--- src/rtl/sp_ram_pkg.sv ---
// Shared definitions for the single-port RAM controller: FSM state encoding
// and default word/address widths.
// The INIT state only exists when SP_RAM_CTRL_INIT_EN is defined.
package sp_ram_pkg;

  localparam int DATA_DEFAULT = 4;
  localparam int ADDR_DEFAULT = 2;

  typedef enum logic [2:0] {
    IDLE,
    WR,
    RD,
    RD_CAP,
    RESP
`ifdef SP_RAM_CTRL_INIT_EN
    , INIT
`endif
  } state_e;

endpackage

--- src/rtl/sp_ram_ctrl.sv ---
// Request/response front end for an external single-port RAM that has a
// registered read port. Each write takes one strobe cycle. Each read takes one
// strobe cycle and one capture cycle, then waits for rsp_ready.
// All RAM-facing and handshake outputs come straight from flops.
// Optional feature: define SP_RAM_CTRL_INIT_EN to zero-fill the whole RAM
// after every reset before the first request is accepted.
module sp_ram_ctrl
  import sp_ram_pkg::*;
#(
  parameter int DATA = DATA_DEFAULT,
  parameter int ADDR = ADDR_DEFAULT
) (
  input  logic            clk,
  input  logic            rst_n,
  input  logic            req_valid,
  output logic            req_ready,
  input  logic            req_we,
  input  logic [ADDR-1:0] req_addr,
  input  logic [DATA-1:0] req_wdata,
  output logic            rsp_valid,
  input  logic            rsp_ready,
  output logic [DATA-1:0] rsp_rdata,
  output logic            ram_we,
  output logic            ram_re,
  output logic [ADDR-1:0] ram_addr,
  output logic [DATA-1:0] ram_wdata,
  input  logic [DATA-1:0] ram_rdata
);

`ifdef SP_RAM_CTRL_INIT_EN
  // Reset goes through the zero-fill sequence, so requests are held off.
  localparam state_e          RESET_STATE = INIT;
  localparam logic            RESET_READY = 1'b0;
  localparam logic [ADDR-1:0] ADDR_LAST   = {ADDR{1'b1}};
`else
  localparam state_e          RESET_STATE = IDLE;
  localparam logic            RESET_READY = 1'b1;
`endif

  state_e          state_q;
  logic            req_ready_q;
  logic            rsp_valid_q;
  logic [DATA-1:0] rsp_rdata_q;
  logic            ram_we_q;
  logic            ram_re_q;
  logic [ADDR-1:0] ram_addr_q;
  logic [DATA-1:0] ram_wdata_q;
`ifdef SP_RAM_CTRL_INIT_EN
  logic [ADDR-1:0] init_addr_q;  // next address to clear
  logic            init_wait_q;  // 1 = the clear strobe is in flight
`endif

  // Controller FSM: the state and every registered output are updated together.
  always_ff @(posedge clk or negedge rst_n) begin
    if (!rst_n) begin
      state_q     <= RESET_STATE;
      req_ready_q <= RESET_READY;
      rsp_valid_q <= 1'b0;
      rsp_rdata_q <= '0;
      ram_we_q    <= 1'b0;
      ram_re_q    <= 1'b0;
      ram_addr_q  <= '0;
      ram_wdata_q <= '0;
`ifdef SP_RAM_CTRL_INIT_EN
      init_addr_q <= '0;
      init_wait_q <= 1'b0;
`endif
    end else begin
      case (state_q)
        IDLE: begin
          if (req_valid && req_ready_q) begin
            req_ready_q <= 1'b0;
            ram_addr_q  <= req_addr;
            if (req_we) begin
              ram_we_q    <= 1'b1;
              ram_wdata_q <= req_wdata;
              state_q     <= WR;
            end else begin
              ram_re_q <= 1'b1;
              state_q  <= RD;
            end
          end
        end

        // The RAM commits the write on this edge; the strobe was one cycle wide.
        WR: begin
          ram_we_q    <= 1'b0;
          req_ready_q <= 1'b1;
          state_q     <= IDLE;
        end

        // The RAM samples the read on this edge; its data appears next cycle.
        RD: begin
          ram_re_q <= 1'b0;
          state_q  <= RD_CAP;
        end

        RD_CAP: begin
          rsp_rdata_q <= ram_rdata;
          rsp_valid_q <= 1'b1;
          state_q     <= RESP;
        end

        // Hold the response until it is taken. req_ready rises only afterwards,
        // so a request cannot be accepted on the handshake edge.
        RESP: begin
          if (rsp_ready) begin
            rsp_valid_q <= 1'b0;
            req_ready_q <= 1'b1;
            state_q     <= IDLE;
          end
        end

`ifdef SP_RAM_CTRL_INIT_EN
        // Alternate strobe and gap cycles.
        // The address advances on the gap edge.
        INIT: begin
          if (!init_wait_q) begin
            ram_we_q    <= 1'b1;
            ram_addr_q  <= init_addr_q;
            ram_wdata_q <= '0;
            init_wait_q <= 1'b1;
          end else begin
            ram_we_q    <= 1'b0;
            init_wait_q <= 1'b0;
            if (init_addr_q == ADDR_LAST) begin
              req_ready_q <= 1'b1;
              state_q     <= IDLE;
            end else begin
              init_addr_q <= init_addr_q + ADDR'(1);
            end
          end
        end
`endif

        default: begin
          ram_we_q    <= 1'b0;
          ram_re_q    <= 1'b0;
          rsp_valid_q <= 1'b0;
          req_ready_q <= 1'b1;
          state_q     <= IDLE;
        end
      endcase
    end
  end

  assign req_ready = req_ready_q;
  assign rsp_valid = rsp_valid_q;
  assign rsp_rdata = rsp_rdata_q;
  assign ram_we    = ram_we_q;
  assign ram_re    = ram_re_q;
  assign ram_addr  = ram_addr_q;
  assign ram_wdata = ram_wdata_q;

endmodule

--- config.mk ---
export PLATFORM = sky130hd
export DESIGN_NAME = sp_ram_ctrl
export DESIGN_NICKNAME = d
export VERILOG_FILES = /design/src/rtl/sp_ram_pkg.sv /design/src/rtl/sp_ram_ctrl.sv
export SDC_FILE = /design/constraint.sdc
export NUM_CORES = 1
export LEC_CHECK = 0
export ABC_AREA = 1
export CAP_MARGIN = 40
export CORE_MARGIN = 1.5
export CORE_UTILIZATION = 38
export CTS_CLUSTER_SIZE = 25
export DETAILED_ROUTE_END_ITERATION = 8
export HOLD_SLACK_MARGIN = 0.15
export PLACE_DENSITY = 0.85
export SLEW_MARGIN = 20
export SYNTH_ARGS = -nofsm -noshare
export SYNTH_HDL_FRONTEND = slang
export SYNTH_SLANG_ARGS = --single-unit
export TNS_END_PERCENT = 10
--- constraint.sdc ---
create_clock -name clk -period 1.1 [get_ports clk]
set_input_delay 0.11 -clock clk [delete_from_list [all_inputs] [get_ports clk]]
set_output_delay 0.11 -clock clk [all_outputs]
set_load 0.005 [all_outputs]
# Word level (Yosys, flattened, before mapping)
# Index checks and enable logic that the tools add are counted.
word_totals:
  reg_bits: 17
  inputBits: 15
  output_inout_bits: 14
  wordCells: 48
op_classes:
  eq_ne: 8
  mux: 15
  bitwise_logic: 4
  n_reduce_logical: 13
op_table:
  columns: ["cell", "count"]
  rows:
  - ["$pmux W3 S4", 1]
  - ["$reduce_and A3 Y1", 4]
  - ["$reduce_or A3 Y1", 3]
  - ["$ne A2 B2 Y1 const B", 4]
  - ["$mux W1", 7]
  - ["$eq A3 B2 Y1 const B", 2]
  - ["$mux W3", 2]
  - ["$pmux W1 S3", 2]
  - ["$reduce_and A2 Y1", 3]
  - ["$not A1 Y1", 4]
  - ["$pmux W1 S2", 2]
  - ["$eq A3 B1 Y1 const B", 1]
  - ["$eq A3 B3 Y1 const B", 1]
  - ["$logic_not A3 Y1", 1]
  - ["$mux W2", 1]
  - ["$reduce_or A2 Y1", 1]
  - ["$logic_and A1 B1 Y1", 1]

# Depth between registers and ports, before layout
logic_depth:
  word_depth: 4
  depth_mapped: 6
  mapped_depth_nobuf: 6

# Least setup slack after synthesis
# Ideal clock, no wire load.
synth_timing:
  path_kind: "register -> register"
  from: "reg req_ready_q, in the netlist req_ready"
  to: "reg ram_wdata_q[0], in the netlist ram_wdata[0]"
  setup_ns: 0.116
  t_arrival_ns: 1.015
  t_required_ns: 0.984
  path_slack_ns: -0.031
  path_stages_with_launch: 6
  n_path_buf: 0
  period_less_slack_ns: 1.131
  path_cell_list: "dfstp_2 -> nand2_1 -> nor2_8 -> nand2_4 -> nand2_1 -> nand2_1"
synth_via:
  elab_chain_len: 2
synth_rtl:
  columns: ["element", "line", "text"]
  rows:
  - ["start, declared", "sp_ram_ctrl.sv:41", "logic req_ready_q;"]
  - ["start signal, assigned", "sp_ram_ctrl.sv:57", "req_ready_q <= RESET_READY;"]
  - ["start signal, assigned", "sp_ram_ctrl.sv:72", "req_ready_q <= 1'b0;"]
  - ["start signal, assigned", "sp_ram_ctrl.sv:88", "req_ready_q <= 1'b1;"]
  - ["$logic_and A1 B1 Y1", "sp_ram_ctrl.sv:71", "if (req_valid && req_ready_q) begin"]
  - ["$reduce_and A3 Y1 (no line)", null, null]
  - ["end signal, assigned", "sp_ram_ctrl.sv:76", "ram_wdata_q <= req_wdata;"]
  - ["end, declared", "sp_ram_ctrl.sv:47", "logic [DATA-1:0] ram_wdata_q;"]
# No other way between the ends.
# A chain may end at the register's enable or synchronous reset.

# Worst setup path in the final report
layout_timing:
  from: "reg req_ready_q, in the netlist req_ready"
  to: "reg ram_wdata_q[1], in the netlist ram_wdata[1]"
# The elaborated chain is that of the path after synthesis.

==> key figures <==
GRT
  • Vias in the first global route: 556
  • Number of antenna violations at the first check in global routing: 0
  • First-pass GRT wire length: 2.43 mm
  • Aggregate global routing overflow: 0
  • Largest net degree at the start of global routing: 18
  • Total track usage: 15.0%

Timing
  • Final Hold Viols: 0
  • Slew HR: 85.5%
  • Setup TNS Final: -0.490 ns
  • Worst slew pin tran: 0.218 ns
  • Fin Clk Skew: 0.00182 ns
  • Setup ws final: -0.0849 ns
  • RSZ-0062 raised after global routing: true
  • Post-layout min period: 1.18 ns
  • Max Clk Rate: 844 MHz
  • Final worst-path cycle share: 108%
  • Fin. max-slew vios: 0
  • Final-report setup violation count: 11
  • Minimum hold slack: 0.155 ns

Routing
  • DRT met1 WL: 761 µm
  • ANT nets after route: 0
  • DRT iter0 DRCs: 9
  • Top Layer Used: met4
  • Routed wire per std cell: 10.5 µm
  • Drt pass-1 iters: 4
  • DR vias/cell: 4.33
  • Routed vias: 671
  • Drt total wl: 1.63 mm
  • DRC: 0
  • Metal2 WL: 783 µm
  • Met3 wire length: 70 µm

Yosys
  • Synth cell types: 14
  • Area leader, netlist: dfrtp_1
  • Mapped Cells: 87
  • Synth Area in Adders: 0%
  • Synth Area in XOR/XNOR: 0%
  • Ranking of synthesized cells by area: dfrtp_1, nand2_1, nand3_1
  • Simple-gate area share of the yosys netlist: 33.4%
  • Synth Register Bits: 17
  • Syn. warnings: 0
  • Post-synthesis net count: 102
  • Mapped Avg Cell Area: 8.74 µm²
  • Area share of the largest cell type after synthesis: 52.6%
  • Mapped Area: 761 µm²
  • Largest family of logic cells by synthesized area: simple AND/OR/NAND/NOR gates
  • Seq/Total Area, Yosys: 56.1%
  • Synth Area in Compound Gates: 4.93%
  • Mux share of post-synthesis cell area: 0%

Finish
  • Most common cell after layout, fill and taps aside: nand2_1
  • Most frequent cells in the layout: nand2_1, dfrtp_1, clkdlybuf4s50_1, dlygate4sd2_1, nand3_1
  • Final nets: 144
  • Syn-to-layout area delta: 53.1%
  • Antenna Cells: 0
  • Share of cells above drive strength 1: 17.2%
  • Layout Utilization: 60.6%

Critical path
  • R2R depth: 6
  • Delay of the slowest critical-path stage: 0.55 ns
  • Buf+Inv Stages, Crit Path: 1
  • CP Capture Type: flop
  • Slowest-stage cell, CP: dfstp_2
  • Worst endpoint required time: 1.27 ns
  • Startpoint types: flop
  • CP arrival: 1.36 ns
  • Critical path class: reg -> reg
  • Worst-path fanout max: 9
  • Largest delay share family, worst path: flip-flops
  • Cell depth of the worst setup path: 6
  • CP Cell Sequence: buf_6 -> nand2_4 -> nor2_8 -> nand2_4 -> nand2_1 -> nand2_1

Placed design
  • Global placement routability congestion: 0.854
  • Pre-CTS setup slack: -0.102 ns
  • Detailed Place HPWL: 1.30 mm
  • Port bufs: 28

Clocking
  • CTS tree: built
  • Clock buffer depth: 2
  • Clock transition at the registers of the reported paths: 0.09 ns
  • Clock latency on the worst-skew pair: 0.27 ns
  • Sink Count: 17
  • CTS root buffer: clkbuf_4
  • H-Tree Depth: 1
  • CTS Hold Bufs: 0
  • CTS Buf Count: 3

Run status
  • Status: finished, violations left
  • Failing checks: setup timing

Pwr
  • Leakage: 0.644 nW
  • Worst IR Drop VDD: 1100 µV
  • Power per Cell Area: 2340 mW/mm²
  • Overall Power: 2.73 mW

Worst hold path
  • Min-delay worst type: in -> async

Die
  • Die ar.: 0.00228 mm²
  • Die Y-Extent: 47.7 µm
  • Total core area: 0.00192 mm²
  • Starting density of the core: 39.6%
  • Chip width: 47.7 µm
  • Cell Rows: 16
  • IO Pins: 29

Job
  • Max-cap violations: 0
==> worst reg2reg max path, delay by kind of cell (launching register included) <==
kind / cells / cell delay, ns
and+or+nand+nor: 5 / 0.44
DFF: 1 / 0.55
buffers and inverters: 1 / 0.10
==> layout make-up <==
type | instances | area, µm²
fillers | 181 | 757
flip-flops and latches | 17 | 427
repair buffers | 38 | 342
well taps | 27 | 33.8
inverters | 10 | 37.5
multi-input cells | 59 | 299
clock buffers | 4 | 26.3
==> Yosys cell counts <==
master and count:
nand2_1 30, dfrtp_1 16, nand3_1 11, inv_1 8, nor2_1 6, o21ai_0 6
inv_2 2, nand2_4 2, a22oi_1 1, buf_2 1, dfstp_2 1, nand3_2 1
nor2_4 1, nor2_8 1
==> registers in the layout (all words and copies together), names as in the netlist <==
name	flops
rsp_valid	1
ram_addr	2
ram_we	1
ram_re	1
rsp_rdata	4
req_ready	1
state_q	3
ram_wdata	4
==> layer usage <==
layer / GRT usage (%) / vias up
li1: - / 355
met1: 19.1 / 301
met2: 26.4 / 13
met3: 3.77 / 2
met4: 1.62 / 0
met5: 0 / -
==> where the power goes <==
group | total, mW | leakage [nW] | switching [mW] | internal, mW
registers | 1.06 | 0.212 | 0.149 | 0.916
logic | 1.35 | 0.417 | 0.677 | 0.670
clock network | 0.316 | 0.0150 | 0.176 | 0.140
==> final timing paths <==
kind / to / slack (ns) / start
max: ram_wdata[1] / -0.08 / req_ready
min: rsp_valid / 0.15 / rst_n
max reg2reg: ram_wdata[1] / -0.08 / req_ready
min reg2reg: ram_we / 0.48 / ram_we
max in group asynchronous: req_ready / 0.70 / rst_n
min in group clk: ram_addr[1] / 0.36 / req_addr[1]
==> stage by stage <==
| step | instance area (µm²) | cells |
|---|---|---|
| after floorplan | 763 | 87 |
| after global placement | 1140 | 150 |
| after detailed placement | 1140 | 150 |
| after CTS | 1160 | 155 |
| after global routing | 1160 | 155 |
| final | 1160 | 155 |
==> cell families after synthesis <==
family,after synthesis
compound gates,7
simple gates,52
buf+inv,11
flops,17
==> what timing repair did <==
item / 4_1_cts / 5_1_grt
setup buffers: 1 / 0
hold endpoints to repair: 0 / 0
cloned: 0 / 0
gates resized for setup: 16 / 2
pin swaps: 1 / 0
setup endpoints to repair: 23 / 15
(Power assumes the default switching activity.)
